===== src/rtl/random_food_pkg.sv =====
// Shared types and constants for the food generator: FSM states, LFSR taps, default playfield size.
// Pure declarations; no logic of its own.
package random_food_pkg;

  typedef enum logic [2:0] {
    S_IDLE,
    S_DRAW,
    S_CHECK,
    S_WAIT,
    S_DONE,
    S_FAIL
  } state_e;

  // Fibonacci taps 16,14,13,11 expressed as a bit mask over a 16-bit register
  localparam logic [15:0] LFSR_TAPS16 = 16'hB400;

  localparam int DEF_COLS    = 64;
  localparam int DEF_ROWS    = 48;
  localparam int DEF_CELL_PX = 10;

  function automatic int clog2(input int n);
    int r;
    r = 0;
    for (int i = 0; i < 31; i++) begin
      if ((1 << i) < n) r = i + 1;
    end
    return r;
  endfunction

endpackage


===== src/rtl/food_lfsr.sv =====
// Free-running Fibonacci LFSR, shifts left each cycle with feedback into bit 0; exposes its state.
// Zero latency to state; no backpressure (never stalls). A zero seed is replaced by 1.
module food_lfsr #(
  parameter int           W    = 16,
  parameter logic [W-1:0] SEED = W'(16'hACE1),
  parameter logic [W-1:0] TAPS = W'(16'hB400)
) (
  input  logic         clk,
  input  logic         rst_n,
  output logic [W-1:0] state
);

  localparam logic [W-1:0] RST_VAL = (SEED == '0) ? W'(1) : SEED;

  logic [W-1:0] lfsr_q;
  logic [W-1:0] lfsr_d;

  always_comb begin
    lfsr_d = {lfsr_q[W-2:0], ^(lfsr_q & TAPS)};
  end

  always_ff @(posedge clk or negedge rst_n) begin
    if (!rst_n) lfsr_q <= RST_VAL;
    else        lfsr_q <= lfsr_d;
  end

  assign state = lfsr_q;

endmodule


===== src/rtl/random_food_gen.sv =====
// Food placer: LFSR candidate cells, range check, occupancy query, redraw; RANDOM_FOOD_BORDER_EN keeps food off the wall ring.
// req->valid in 4 cycles minimum, +3 per occupied retry, +1 per range reject; req ignored unless IDLE.
module random_food_gen
  import random_food_pkg::*;
#(
  parameter int                COLS      = DEF_COLS,
  parameter int                ROWS      = DEF_ROWS,
  parameter int                CELL_PX   = DEF_CELL_PX,
  parameter int                X_W       = 10,
  parameter int                Y_W       = 9,
  parameter int                LFSR_W    = 16,
  parameter logic [LFSR_W-1:0] SEED      = LFSR_W'(16'hACE1),
  parameter int                MAX_TRIES = 255,
  localparam int               CW        = clog2(COLS),
  localparam int               RW        = clog2(ROWS)
) (
  input  logic           clk,
  input  logic           rst,
  input  logic           req,
  output logic           busy,
  output logic           valid,
  output logic           fail,
  output logic [X_W-1:0] food_x,
  output logic [Y_W-1:0] food_y,
  output logic           chk_valid,
  output logic [CW-1:0]  chk_col,
  output logic [RW-1:0]  chk_row,
  input  logic           occupied
);

  localparam int          TW        = clog2(MAX_TRIES + 1);
  localparam logic [31:0] CELL_PX_U = 32'(CELL_PX);

  logic [LFSR_W-1:0] lfsr;
  logic              unused_lfsr;
  logic [CW-1:0]     cand_col;
  logic [RW-1:0]     cand_row;
  logic              cand_bad;
  logic [31:0]       px_x;
  logic [31:0]       px_y;

  state_e            state_q, state_d;
  logic [TW-1:0]     tries_q, tries_d;
  logic [CW-1:0]     col_q, col_d;
  logic [RW-1:0]     row_q, row_d;
  logic [X_W-1:0]    food_x_q, food_x_d;
  logic [Y_W-1:0]    food_y_q, food_y_d;

  food_lfsr #(
    .W    (LFSR_W),
    .SEED (SEED),
    .TAPS (LFSR_W'(LFSR_TAPS16))
  ) u_lfsr (
    .clk   (clk),
    .rst_n (rst),
    .state (lfsr)
  );

  assign unused_lfsr = ^lfsr;
  assign cand_col    = lfsr[CW-1:0];
  assign cand_row    = lfsr[CW+RW-1:CW];

`ifdef RANDOM_FOOD_BORDER_EN
  assign cand_bad = (int'(cand_col) >= COLS) || (int'(cand_row) >= ROWS) ||
                    (cand_col == '0) || (int'(cand_col) == COLS - 1) ||
                    (cand_row == '0) || (int'(cand_row) == ROWS - 1);
`else
  assign cand_bad = (int'(cand_col) >= COLS) || (int'(cand_row) >= ROWS);
`endif

  assign px_x = 32'(col_q) * CELL_PX_U;
  assign px_y = 32'(row_q) * CELL_PX_U;

  always_comb begin
    state_d  = state_q;
    tries_d  = tries_q;
    col_d    = col_q;
    row_d    = row_q;
    food_x_d = food_x_q;
    food_y_d = food_y_q;
    case (state_q)
      S_IDLE: begin
        if (req) begin
          state_d = S_DRAW;
          tries_d = '0;
        end
      end
      S_DRAW: begin
        tries_d = tries_q + TW'(1);
        // only accepted cells are latched so the query bus holds the last queried cell
        if (!cand_bad) begin
          col_d   = cand_col;
          row_d   = cand_row;
          state_d = S_CHECK;
        end else if (tries_d == TW'(MAX_TRIES)) begin
          state_d = S_FAIL;
        end
      end
      S_CHECK: state_d = S_WAIT;
      S_WAIT: begin
        if (!occupied) begin
          state_d  = S_DONE;
          food_x_d = px_x[X_W-1:0];
          food_y_d = px_y[Y_W-1:0];
        end else if (tries_q == TW'(MAX_TRIES)) begin
          state_d = S_FAIL;
        end else begin
          state_d = S_DRAW;
        end
      end
      S_DONE:  state_d = S_IDLE;
      S_FAIL:  state_d = S_IDLE;
      default: state_d = S_IDLE;
    endcase
  end

  always_ff @(posedge clk or negedge rst) begin
    if (!rst) begin
      state_q  <= S_IDLE;
      tries_q  <= '0;
      col_q    <= '0;
      row_q    <= '0;
      food_x_q <= '0;
      food_y_q <= '0;
    end else begin
      state_q  <= state_d;
      tries_q  <= tries_d;
      col_q    <= col_d;
      row_q    <= row_d;
      food_x_q <= food_x_d;
      food_y_q <= food_y_d;
    end
  end

  assign busy      = (state_q == S_DRAW) || (state_q == S_CHECK) || (state_q == S_WAIT);
  assign valid     = (state_q == S_DONE) || (state_q == S_FAIL);
  assign fail      = (state_q == S_FAIL);
  assign chk_valid = (state_q == S_CHECK);
  assign chk_col   = col_q;
  assign chk_row   = row_q;
  assign food_x    = food_x_q;
  assign food_y    = food_y_q;

endmodule


===== config.mk =====
export PLATFORM = sky130hd
export DESIGN_NAME = random_food_gen
export DESIGN_NICKNAME = d
export VERILOG_FILES = /design/src/rtl/random_food_pkg.sv /design/src/rtl/food_lfsr.sv /design/src/rtl/random_food_gen.sv
export SDC_FILE = /design/constraint.sdc
export NUM_CORES = 1
export LEC_CHECK = 0
export CAP_MARGIN = 20
export CELL_PAD_IN_SITES_DETAIL_PLACEMENT = 1
export CELL_PAD_IN_SITES_GLOBAL_PLACEMENT = 1
export CORE_AREA = 2 2 61 120
export CTS_BUF_LIST = sky130_fd_sc_hd__clkbuf_4
export DETAILED_ROUTE_END_ITERATION = 16
export DIE_AREA = 0 0 63 122
export DONT_BUFFER_PORTS = 1
export PLACE_DENSITY = 0.64
export RECOVER_POWER = 25
export SYNTH_ARGS = -nofsm -noshare
export SYNTH_HDL_FRONTEND = slang
export SYNTH_SLANG_ARGS = --single-unit

===== constraint.sdc =====
create_clock -name clk -period 6.4 [get_ports clk]
set_clock_uncertainty 0.1 [all_clocks]
set_input_delay 1.6 -clock clk [delete_from_list [all_inputs] [get_ports clk]]
set_output_delay 1.6 -clock clk [all_outputs]
set_load 0.01 [all_outputs]

Word level (Yosys, flattened, before mapping)

Index checks and enable logic that the tools add are counted.

Bits in registers: 56
Output and inout bits: 35
Logic and storage cells: 40

Add/subtract/negate cells: 1
$mul: 2
Order comparisons: 1
Equality and inequality tests: 9
Multiplexer cells: 8
Bitwise gates (word level): 2
Reduce and logical (&&, ||, !) cells: 10

Operators by type and width:

| cell                | number |
|---|---|
| $eq 8x8->1 const B  | 2 |
| $pmux 8 s2          | 1 |
| $reduce_xor 16->1   | 1 |
| $mux 3              | 5 |
| $pmux 3 s4          | 1 |
| $mul 6x3->9 const B | 1 |
| $add 8x1->8 const B | 1 |
| $mul 6x3->8 const B | 1 |
| $mux 8              | 1 |
| $reduce_and 2->1    | 4 |
| $eq 3x2->1 const B  | 2 |
| $eq 3x3->1 const B  | 2 |
| $ge 6x6->1 const B  | 1 |
| $eq 3x1->1 const B  | 1 |
| $logic_not 3->1     | 1 |
| $logic_or 1x1->1    | 3 |
| $ne 3x3->1 const B  | 1 |
| $ne 2x2->1 const B  | 1 |
| $not 1->1           | 2 |
| $reduce_bool 2->1   | 1 |

Depth between registers and ports, before layout

Gate-level depths: netlist (run 1).

Depth after elaboration: 5
Depth in mapped cells: 8
Gate-level depth less buffers: 8

Hierarchy

From an unflattened synthesis (run 1), not the netlist that was laid out.

Cell total of the unflattened synthesis: 254
Area, all modules: 2736.4 µm²

By module, submodules not included:

| module          | times used | cells each | area each (µm²) |
|---|---|---|---|
| random_food_gen | 1          | 220        | 2187.1 |
| food_lfsr       | 1          | 34         | 549.3 |

Worst setup path before layout (run 1)

OpenSTA, ideal clock, no wires.

Path type: input to register
Start: in occupied
End: reg food_x_q[5] (netlist: food_x[5])
Library setup time: 0.133 ns
Arrival: 2.392 ns
Path slack: 3.774 ns
Stages on the path: 6
Cells stage by stage: nand2b_1 > or2_1 > clkbuf_1 > clkbuf_1 > nand2_1 > o21ai_0

Longest elaborated chain between the ends: 2

Ends and longest elaborated chain:

| item                       | line                   | RTL |
|---|---|---|
| from (decl)                | random_food_gen.sv:28  | `input logic occupied` |
| $not 1->1 (no line)        | n/a                    |  |
| $reduce_and 2->1 (no line) | n/a                    |  |
| to (signal assigned)       | random_food_gen.sv:130 | `food_x_q <= food_x_d;` |
| to (decl)                  | random_food_gen.sv:46  | `logic [X_W-1:0] food_x_q, food_x_d;` |

Every way passes these cells.
A chain may end at the register's enable or synchronous reset.

Final worst setup path (run 1)

Start: reg state_q[2]
End: out fail

Longest elaborated chain between the ends: 1

Ends and longest elaborated chain:

| item                   | line                   | RTL |
|---|---|---|
| from (decl)            | random_food_gen.sv:42  | `state_e state_q, state_d;` |
| from (signal assigned) | random_food_gen.sv:126 | `state_q <= state_d;` |
| $eq 3x3->1             | random_food_gen.sv:137 | `assign fail = (state_q == S_FAIL);` |
| to (decl)              | random_food_gen.sv:22  | `output logic fail,` |

Every way passes these cells.

==> impl_metrics.yaml, run 1 <==
floorplanning:
  start_util_pct: 38.5
  fp.dieW_um: 63
  fp-row-count: 43
  die-height_um: 122
  ios: 39
  core_um2: 6830
  die_area_um2: 7690
clock_tree:
  cts_root_buf: "clkbuf_4"
  htree_levels: 2
  cts_made_buffers: 5
  path_clk_slew_ns: 0.14
  clk_path_buf_depth: 2
  cts_resized: 0
  cts_tree: "yes"
  cts-hold-fix-buffers: 0
  cts_setup_buffers: 0
  cts_sinks: 56
  insertion_delay_ns: 0.38
run:
  maxCapViolCount: 0
global_route:
  track_usage_pct: 14.3
  first_global_vias: 1787
  grt_start_max_net_pins: 57
  grt_pass1_wl_um: 8600
  overflow: 0
  antenna_found_initial: 0
place:
  place_hpwl_um: 3550
  placedCellCount: 314
  place.gp.congestion: 0.763
  portBuffers: 0
synthesis:
  yosys.area.top_type: "dfrtp_1"
  synth_warnings: 0
  synth_async_sr_flop_share_pct: 100
  synth_commonest_cells: "dfrtp_1, nand2_1, ha_1, o21ai_0, nor2_1"
  synth.most_common_cell: "dfrtp_1"
  synth_cells: 237
  synth_flop_cell: "dfrtp_1"
  ys_seq_elements: 56
  synthTopCellsByArea: "dfrtp_1, ha_1, dfstp_2, nand2_1, mux2_4"
  syn_avg_cell_area_um2: 11.1
  synth_area_um2: 2630
  synth.distinct_cells: 38
  synth_edf_count: 0
  synth_top_area_share_pct: 45.6
  yosysSeqAreaShare_pct: 53.6
setup_path:
  crit_path_top_delay_cell: "dfrtp_1"
  crit_type: "flip-flop to primary output"
  path_depth: 2
  critPathLaunchType: "flip-flop"
  cp_slowest_stage_delay_ns: 0.47
  crit_start: "state_q[2]"
  crit_end: "fail"
  critical_path.top_delay_family: "simple AND/OR/NAND/NOR gates"
  crit_chain: "nor2b_1, and2_1"
  r2r_cells: 7
  worstPathMaxFanout: 8
  worstReg2RegEnd: "food_y[8]"
  arrival_ns: 1.38
  r2r-start: "chk_row[1]"
  crit_required_ns: 4.70
  endpoint_kind: "primary output"
  cp_num_buf_inv: 0
  rrSetupSlack_ns: 4.13
finish:
  num_antenna_cells: 0
  final_cells: 322
  fin_nets: 255
  nFillCells: 787
  syn_to_final_growth_pct: 3.14
  drive_above_1_share_pct: 8.62
route:
  dr.pass1.iters: 5
  wl_per_cell_um: 15.3
  drc: 0
  drt-total-wl_um: 4930
  vias_per_cell: 5.05
  antenna_left: 0
  vias: 1627
  drtIter0Drc: 61
power:
  internal-power_mw: 0.510
  power_switching_mw: 0.281
  seqPwrFrac_pct: 55.7
  power_leakage_nw: 1.37
  vdd_ir_drop_max_v: 0.000198
  clkPwrFrac_pct: 20.1
  p_comb_share_pct: 24.3
  switching_share_pct: 35.5
  power.total_mw: 0.791
  powerDensity_nw_per_um2: 291
timing:
  hold_violations: 0
  slew_headroom_pct: 49.0
  max_freq_ghz: 0.325
  setup_viol: 0
  rsz0062_at_grt: "false"
  tightest_slew_ns: 0.765
  period_minus_slack_ns: 3.08
  finalCritPeriodShare_pct: 48.1
  tns_ns: 0
  drv_slew: 0
hold_path:
  hold_path_class: "flip-flop to flip-flop"
outcome:
  status: "finished clean"
==> layer usage <==
metal,GRT usage [%],wire [µm]
met3,4.71,332
met4,5.42,90
met1,18.1,2150
met2,22.7,2350
met5,0,0
==> cells by family (layout without fill, tap and decap cells) <==
family	Yosys count	count (layout)	share of synthesized area (%)
buf+inv	19	13	4.32
flops	56	56	53.6
mux	10	10	5.56
xor+xnor	11	11	3.66
other cells	1	2	0.142
simple gates	83	83	14.4
compound gates	37	37	8.27
fa+ha+maj	20	20	10.1
==> registers in the layout, indices dropped and copies added, names as in the netlist <==
signal        cells
food_x            9
tries_q           8
state_q           3
chk_col           6
food_y            8
chk_row           6
u_lfsr.state     16
==> placed cells by master, fill, tap and decap left out, types with 2 or more instances in the layout <==
master,synthesis,final
ha_1,18,18
a21o_1,5,5
nand4_1,2,2
nor2_1,15,15
o31ai_1,3,3
nor3_1,4,4
inv_1,5,5
dfstp_1,0,7
xor2_1,5,5
o21ai_0,18,18
mux2_4,9,9
nand2b_1,4,4
dfrtp_1,48,48
nand3_1,4,4
and2_1,2,2
clkbuf_4,0,7
xnor2_1,6,6
fa_1,2,2
nor2b_1,2,2
conb_1,1,2
a21oi_1,6,6
nand2_1,43,43
==> worst reg2reg max path, stage by stage (launching register included) <==
cell	delay, ns
dfrtp_1	0.48
ha_1	0.33
ha_1	0.23
fa_1	0.41
a21o_1	0.20
a21oi_1	0.16
xor2_1	0.15
o21ai_0	0.08
==> worst min path at each step <==
stage               cells past startpoint  slack [ns]               end             start
finish                                  0        0.27  u_lfsr.state[15]  u_lfsr.state[14]
global route                            0        0.29  u_lfsr.state[15]  u_lfsr.state[14]
CTS                                     0        0.27  u_lfsr.state[15]  u_lfsr.state[14]
detailed placement                      0        0.24  u_lfsr.state[15]  u_lfsr.state[14]
global placement                        0        0.24  u_lfsr.state[15]  u_lfsr.state[14]
floorplan                               0        0.23  u_lfsr.state[15]  u_lfsr.state[14]
==> power by group through the flow <==
| stage | registers, mW | logic (mW) | clock network [mW] |
|---|---|---|---|
| after floorplan | 0.426 | 0.187 | 0 |
| after CTS | 0.442 | 0.197 | 0.170 |
| after detailed placement | 0.449 | 0.196 | 0 |
| final | 0.440 | 0.192 | 0.159 |
| after global placement | 0.446 | 0.187 | 0 |
| after global routing | 0.448 | 0.223 | 0.181 |
==> final cells by class <==
cell class | instances | area, µm² | area share [%]
inverter | 5 | 18.8 | 0.691
multi-input combinational | 163 | 1110 | 40.9
tap | 90 | 113 | 4.15
sequential | 56 | 1410 | 52.0
clock inverter | 1 | 8.76 | 0.323
clock buffer | 7 | 52.6 | 1.94
==> metrics by stage <==
| step | cell area (µm²) | worst slack (ns) | utilization (%) | hold WS [ns] |
|---|---|---|---|---|
| 4_1_cts | 2720 | 3.28 | 39.7 | 0.275 |
| 2_1_floorplan | 2640 | 3.77 | - | 0.233 |
| 3_5_place_dp | 2650 | 3.54 | 38.8 | 0.240 |
| 5_1_grt | 2720 | 3.22 | 39.7 | 0.288 |
| 3_3_place_gp | 2650 | 3.61 | 38.8 | 0.235 |
| 6_report | 2720 | 3.32 | 39.7 | 0.274 |
No activity file was read; power rests on OpenSTA's default activity.
==> run 2, diff against run 1 <==
Settings changed: PLACE_DENSITY 0.64 to 0.66.
Clock period 6.4 ns to 2.8 ns, I/O delays scaled along.
==> impl_metrics.yaml, run 2 (synthesis results as in run 1) <==
outcome:
  status: "finished clean"
clock_tree:
  cts_tree: "yes"
  path_clk_slew_ns: 0.17
  htree_levels: 2
  cts_setup_buffers: 0
  cts_sinks: 56
  cts_made_buffers: 5
  cts_root_buf: "clkbuf_4"
  clk_path_buf_depth: 2
  insertion_delay_ns: 0.40
finish:
  largest_register_ffs: 16
  design_area_um2: 2730
  multiInputGateArea_um2: 1110
  final_cell_mix: "dfrtp_1, nand2_1, o21ai_0, ha_1, nor2_1"
  num_antenna_cells: 0
  drive_above_1_share_pct: 11.9
  final_common_cell: "dfrtp_1"
  fin_nets: 258
  nFillCells: 788
  regArea_um2: 1410
  syn_to_final_growth_pct: 3.75
  utilization_pct: 40.0
setup_path:
  r2r_cells: 7
  worstReg2RegEnd: "food_y[8]"
  worstPathMaxFanout: 4
  crit_type: "flip-flop to flip-flop"
  r2r-start: "chk_row[1]"
  rrSetupSlack_ns: 0.54
  crit_required_ns: 2.97
  critPathLaunchType: "flip-flop"
  arrival_ns: 2.43
  endpoint_kind: "flip-flop"
route:
  highest_layer: "met4"
  drc: 0
  wl_met2_um: 2570
  m1WireLength_um: 2340
  drtIter0Drc: 75
  dr_wl_met3_um: 257
  antenna_left: 0
  dr.pass1.iters: 4
  wl_per_cell_um: 16.3
  vias: 1629
  drt-total-wl_um: 5290
  vias_per_cell: 5.01
timing:
  setup_viol: 0
  max_freq_ghz: 0.442
  tns_ns: 0
  tightest_slew_ns: 1.30
  hold_violations: 0
  slew_headroom_pct: 13.1
  finalCritPeriodShare_pct: 80.8
  period_minus_slack_ns: 2.26
  rsz0062_at_grt: "false"
  drv_slew: 0
floorplanning:
  die-height_um: 122
  ios: 39
  die_area_um2: 7690
  fp.dieW_um: 63
  core_um2: 6830
  fp-row-count: 43
  start_util_pct: 38.5
power:
  clkPwrFrac_pct: 19.5
  internal-power_mw: 1.15
  powerDensity_nw_per_um2: 673
  p_comb_share_pct: 25.4
  switching_share_pct: 37.4
  vdd_ir_drop_max_v: 0.000426
  power_switching_mw: 0.687
  power_leakage_nw: 1.38
  seqPwrFrac_pct: 55.1
hold_path:
  hold_path_class: "flip-flop to flip-flop"
  hold_end: "u_lfsr.state[15]"
  hold_depth: 0
  hold_start: "u_lfsr.state[14]"
global_route:
  track_usage_pct: 15.1
  antenna_found_initial: 0
  grt_start_max_net_pins: 54
  overflow: 0
  grt_pass1_wl_um: 8820
  first_global_vias: 1782
place:
  place_hpwl_um: 3560
  placed_cell_area_um2: 2660
  place.gp.congestion: 0.790
  portBuffers: 0
run:
  maxCapViolCount: 0
## run 2: cell count changes in the layout (fill, tap and decap cells not counted), sizes merged
| cell | previous run | this run |
|---|---|---|
| inv | 5 | 6 |
| buf | 0 | 1 |
| clkinv | 1 | 2 |
| clkbuf | 7 | 6 |
| dlygate4sd3 | 0 | 1 |
## run 2: what timing repair did
item,in CTS,in global routing
gates resized for setup,0,0
hold buffers,2,0
endpoints found under the setup margin,0,0
hold endpoints to repair,53,0
## run 2: worst max-delay path by stage
stage,from,to,cells past startpoint
after floorplan,chk_row[3],food_y[8],7
after global placement,chk_row[1],food_y[8],7
after detailed placement,chk_row[1],food_y[8],7
after CTS,chk_row[1],food_y[8],7
after global routing,chk_row[1],food_y[8],7
final,chk_row[1],food_y[8],7
## run 2: power by group through the flow
stage / Clock (mW) / Sequential [mW] / Combinational, mW
after floorplan: 0 / 0.974 / 0.428
after global placement: 0 / 1.02 / 0.434
after detailed placement: 0 / 1.03 / 0.455
after CTS: 0.381 / 1.01 / 0.482
after global routing: 0.406 / 1.03 / 0.533
final: 0.358 / 1.01 / 0.467
## run 2: critical path, stage by stage, from the launching register on
cell and delay, ns:
dfrtp_1 0.48, ha_1 0.33, ha_1 0.24, fa_1 0.41, a21o_1 0.20, a21oi_1 0.17
xor2_1 0.15, o21ai_0 0.08
## run 2: routing by layer
metal / global-route usage [%] / vias to the layer above
met1: 18.6 / 805
met5: 0 / -
met4: 7.78 / 0
met3: 3.97 / 10
li1: - / 779
met2: 24.3 / 35
## run 2: metrics by stage
stage / total power [mW] / hold slack [ns] / instances / setup slack, ns
after floorplan: 1.40 / 0.233 / 238 / 0.714
after global placement: 1.45 / 0.237 / 315 / 0.578
after detailed placement: 1.48 / 0.242 / 315 / 0.546
after CTS: 1.88 / 0.0198 / 325 / 0.519
after global routing: 1.97 / 0.288 / 325 / 0.405
final: 1.84 / 0.274 / 325 / 0.536
## run 2: layout make-up
cell class	count	share of cell area [%]
Clock buffer	5	1.37
Clock inverter	3	0.641
Inverter	5	0.687
Multi-Input combinational cell	163	40.7
Sequential cell	56	51.7
Tap cell	90	4.12
Timing Repair Buffer	3	0.825
==> run 3, diff against run 2 <==
Clock period 2.8 ns to 2 ns, I/O delays scaled along.
==> impl_metrics.yaml, run 3 (synthesis results as in run 1) <==
timing:
  max_freq_ghz: 0.507
  tightest_slew_ns: 1.23
  hold_violations: 0
  finalCritPeriodShare_pct: 98.7
  period_minus_slack_ns: 1.97
  setup_viol: 0
  drv_slew: 0
  slew_headroom_pct: 18.3
  rsz0062_at_grt: "true"
finish:
  largest_register_ffs: 16
  final_common_cell: "dfrtp_1"
  multiInputGateArea_um2: 1220
  regArea_um2: 1410
  design_area_um2: 3040
  fin_nets: 282
  final_cell_mix: "dfrtp_1, nand2_1, buf_4"
  nFillCells: 767
  utilization_pct: 44.5
  drive_above_1_share_pct: 23.9
  num_antenna_cells: 0
  syn_to_final_growth_pct: 15.6
clock_tree:
  insertion_delay_ns: 0.38
  cts_sinks: 56
  path_clk_slew_ns: 0.15
  htree_levels: 2
  cts_tree: "yes"
  clk_path_buf_depth: 2
  cts_root_buf: "clkbuf_4"
  cts_made_buffers: 5
outcome:
  status: "finished clean"
global_route:
  grt_start_max_net_pins: 57
  overflow: 0
  grt_pass1_wl_um: 9580
  track_usage_pct: 16.3
  antenna_found_initial: 0
  first_global_vias: 1932
place:
  portBuffers: 0
  place.gp.congestion: 0.809
  place_hpwl_um: 4050
  placed_cell_area_um2: 2850
floorplanning:
  ios: 39
  fp-row-count: 43
  core_um2: 6830
  die-height_um: 122
  start_util_pct: 38.5
  die_area_um2: 7690
  fp.dieW_um: 63
setup_path:
  critPathLaunchType: "flip-flop"
  crit_required_ns: 2.21
  endpoint_kind: "flip-flop"
  worstPathMaxFanout: 2
  crit_path_top_delay_cell: "dfrtp_1"
  arrival_ns: 2.18
  cp_slowest_stage_delay_ns: 0.44
  crit_chain: "ha_4, ha_4, inv_1, fa_2, nor2b_1, o21ai_1, nor3b_1, o31ai_1"
  crit_top_cell: "ha_4"
  crit_type: "flip-flop to flip-flop"
run:
  maxCapViolCount: 0
power:
  power_switching_mw: 0.974
  seqPwrFrac_pct: 49.4
  switching_share_pct: 35.3
  vdd_ir_drop_max_v: 0.000504
  powerDensity_nw_per_um2: 906
  clkPwrFrac_pct: 18.8
  internal-power_mw: 1.78
  power_leakage_nw: 1.49
  p_comb_share_pct: 31.8
route:
  drc: 0
  vias: 1725
  antenna_left: 0
  wl_per_cell_um: 16.0
  dr.pass1.iters: 4
  drtIter0Drc: 36
  vias_per_cell: 4.94
  drt-total-wl_um: 5600
hold_path:
  hold_path_class: "flip-flop to flip-flop"
-- run 3: changes by cell type in the layout (fill, tap and decap cells not counted), sizes merged --
cell	previous run	this run
buf	1	26
clkbuf	6	8
clkinv	2	0
inv	6	5
-- run 3: critical path: cells and delay by family (launching register included) --
family / cells / cell delay [ns]
compound gates: 2 / 0.30
fa+ha+maj: 3 / 0.74
buf+inv: 1 / 0.04
flops: 1 / 0.44
simple gates: 2 / 0.26
-- run 3: final timing paths --
kind | from | endpoint | slack (ns) | cells past startpoint
worst min-delay path | u_lfsr.state[14] | u_lfsr.state[15] | 0.28 | 0
max in group asynchronous | rst | chk_row[2] | 0.19 | 2
worst max register to register | chk_col[3] | food_x[8] | 0.03 | 8
worst min register to register | u_lfsr.state[14] | u_lfsr.state[15] | 0.28 | 0
min in group asynchronous | rst | tries_q[7] | 0.81 | 2
worst max-delay path | chk_col[3] | food_x[8] | 0.03 | 8
-- run 3: area by class of cell --
| type | instances | share of cell area, % |
|---|---|---|
| Multi-Input combinational cell | 163 | 40.2 |
| Tap cell | 90 | 3.70 |
| Inverter | 5 | 0.617 |
| Clock buffer | 8 | 1.97 |
| Sequential cell | 56 | 46.4 |
| Timing Repair Buffer | 27 | 7.07 |
-- run 3: layer usage --
metal / GRT usage, % / vias up / part of all wire, % / wire, µm
met2: 27.9 / 32 / 53 / 2950
met1: 18.8 / 858 / 41 / 2290
met3: 4.43 / 9 / 4.1 / 227
met5: 0 / - / 0 / 0
met4: 7.22 / 0 / 2.2 / 125
li1: - / 826 / - / -
-- run 3: power by group through the flow --
stage               clock (mW)  sequential, mW  combinational, mW
CTS                      0.552            1.36              0.860
detailed placement           0            1.38              0.823
finish                   0.519            1.36              0.878
global placement             0            1.37              0.786
global route             0.590            1.38               1.01
floorplan                    0            1.36              0.603
-- run 3: timing repair --
| item | CTS | global route |
|---|---|---|
| endpoints found under the setup margin | 3 | 4 |
| hold endpoints to repair | 56 | 0 |
| setup buffers | 0 | 2 |
| pin swaps | 3 | 6 |
| resized for setup | 1 | 16 |
| hold buffers | 2 | 0 |
-- run 3: metrics by stage --
| step | TNS (ns) | hold slack, ns | std cells | power, mW | setup slack [ns] |
|---|---|---|---|---|---|
| 6_report | 0 | 0.281 | 349 | 2.76 | 0.0257 |
| 5_1_grt | -0.182 | 0.252 | 349 | 2.98 | -0.0963 |
| 4_1_cts | -0.0665 | 0.262 | 347 | 2.77 | -0.0343 |
| 3_5_place_dp | -0.0487 | 0.106 | 337 | 2.20 | -0.0487 |
| 3_3_place_gp | 0 | 0.106 | 337 | 2.16 | 0.0406 |
| 2_1_floorplan | 0 | 0.104 | 238 | 1.97 | 0.00662 |
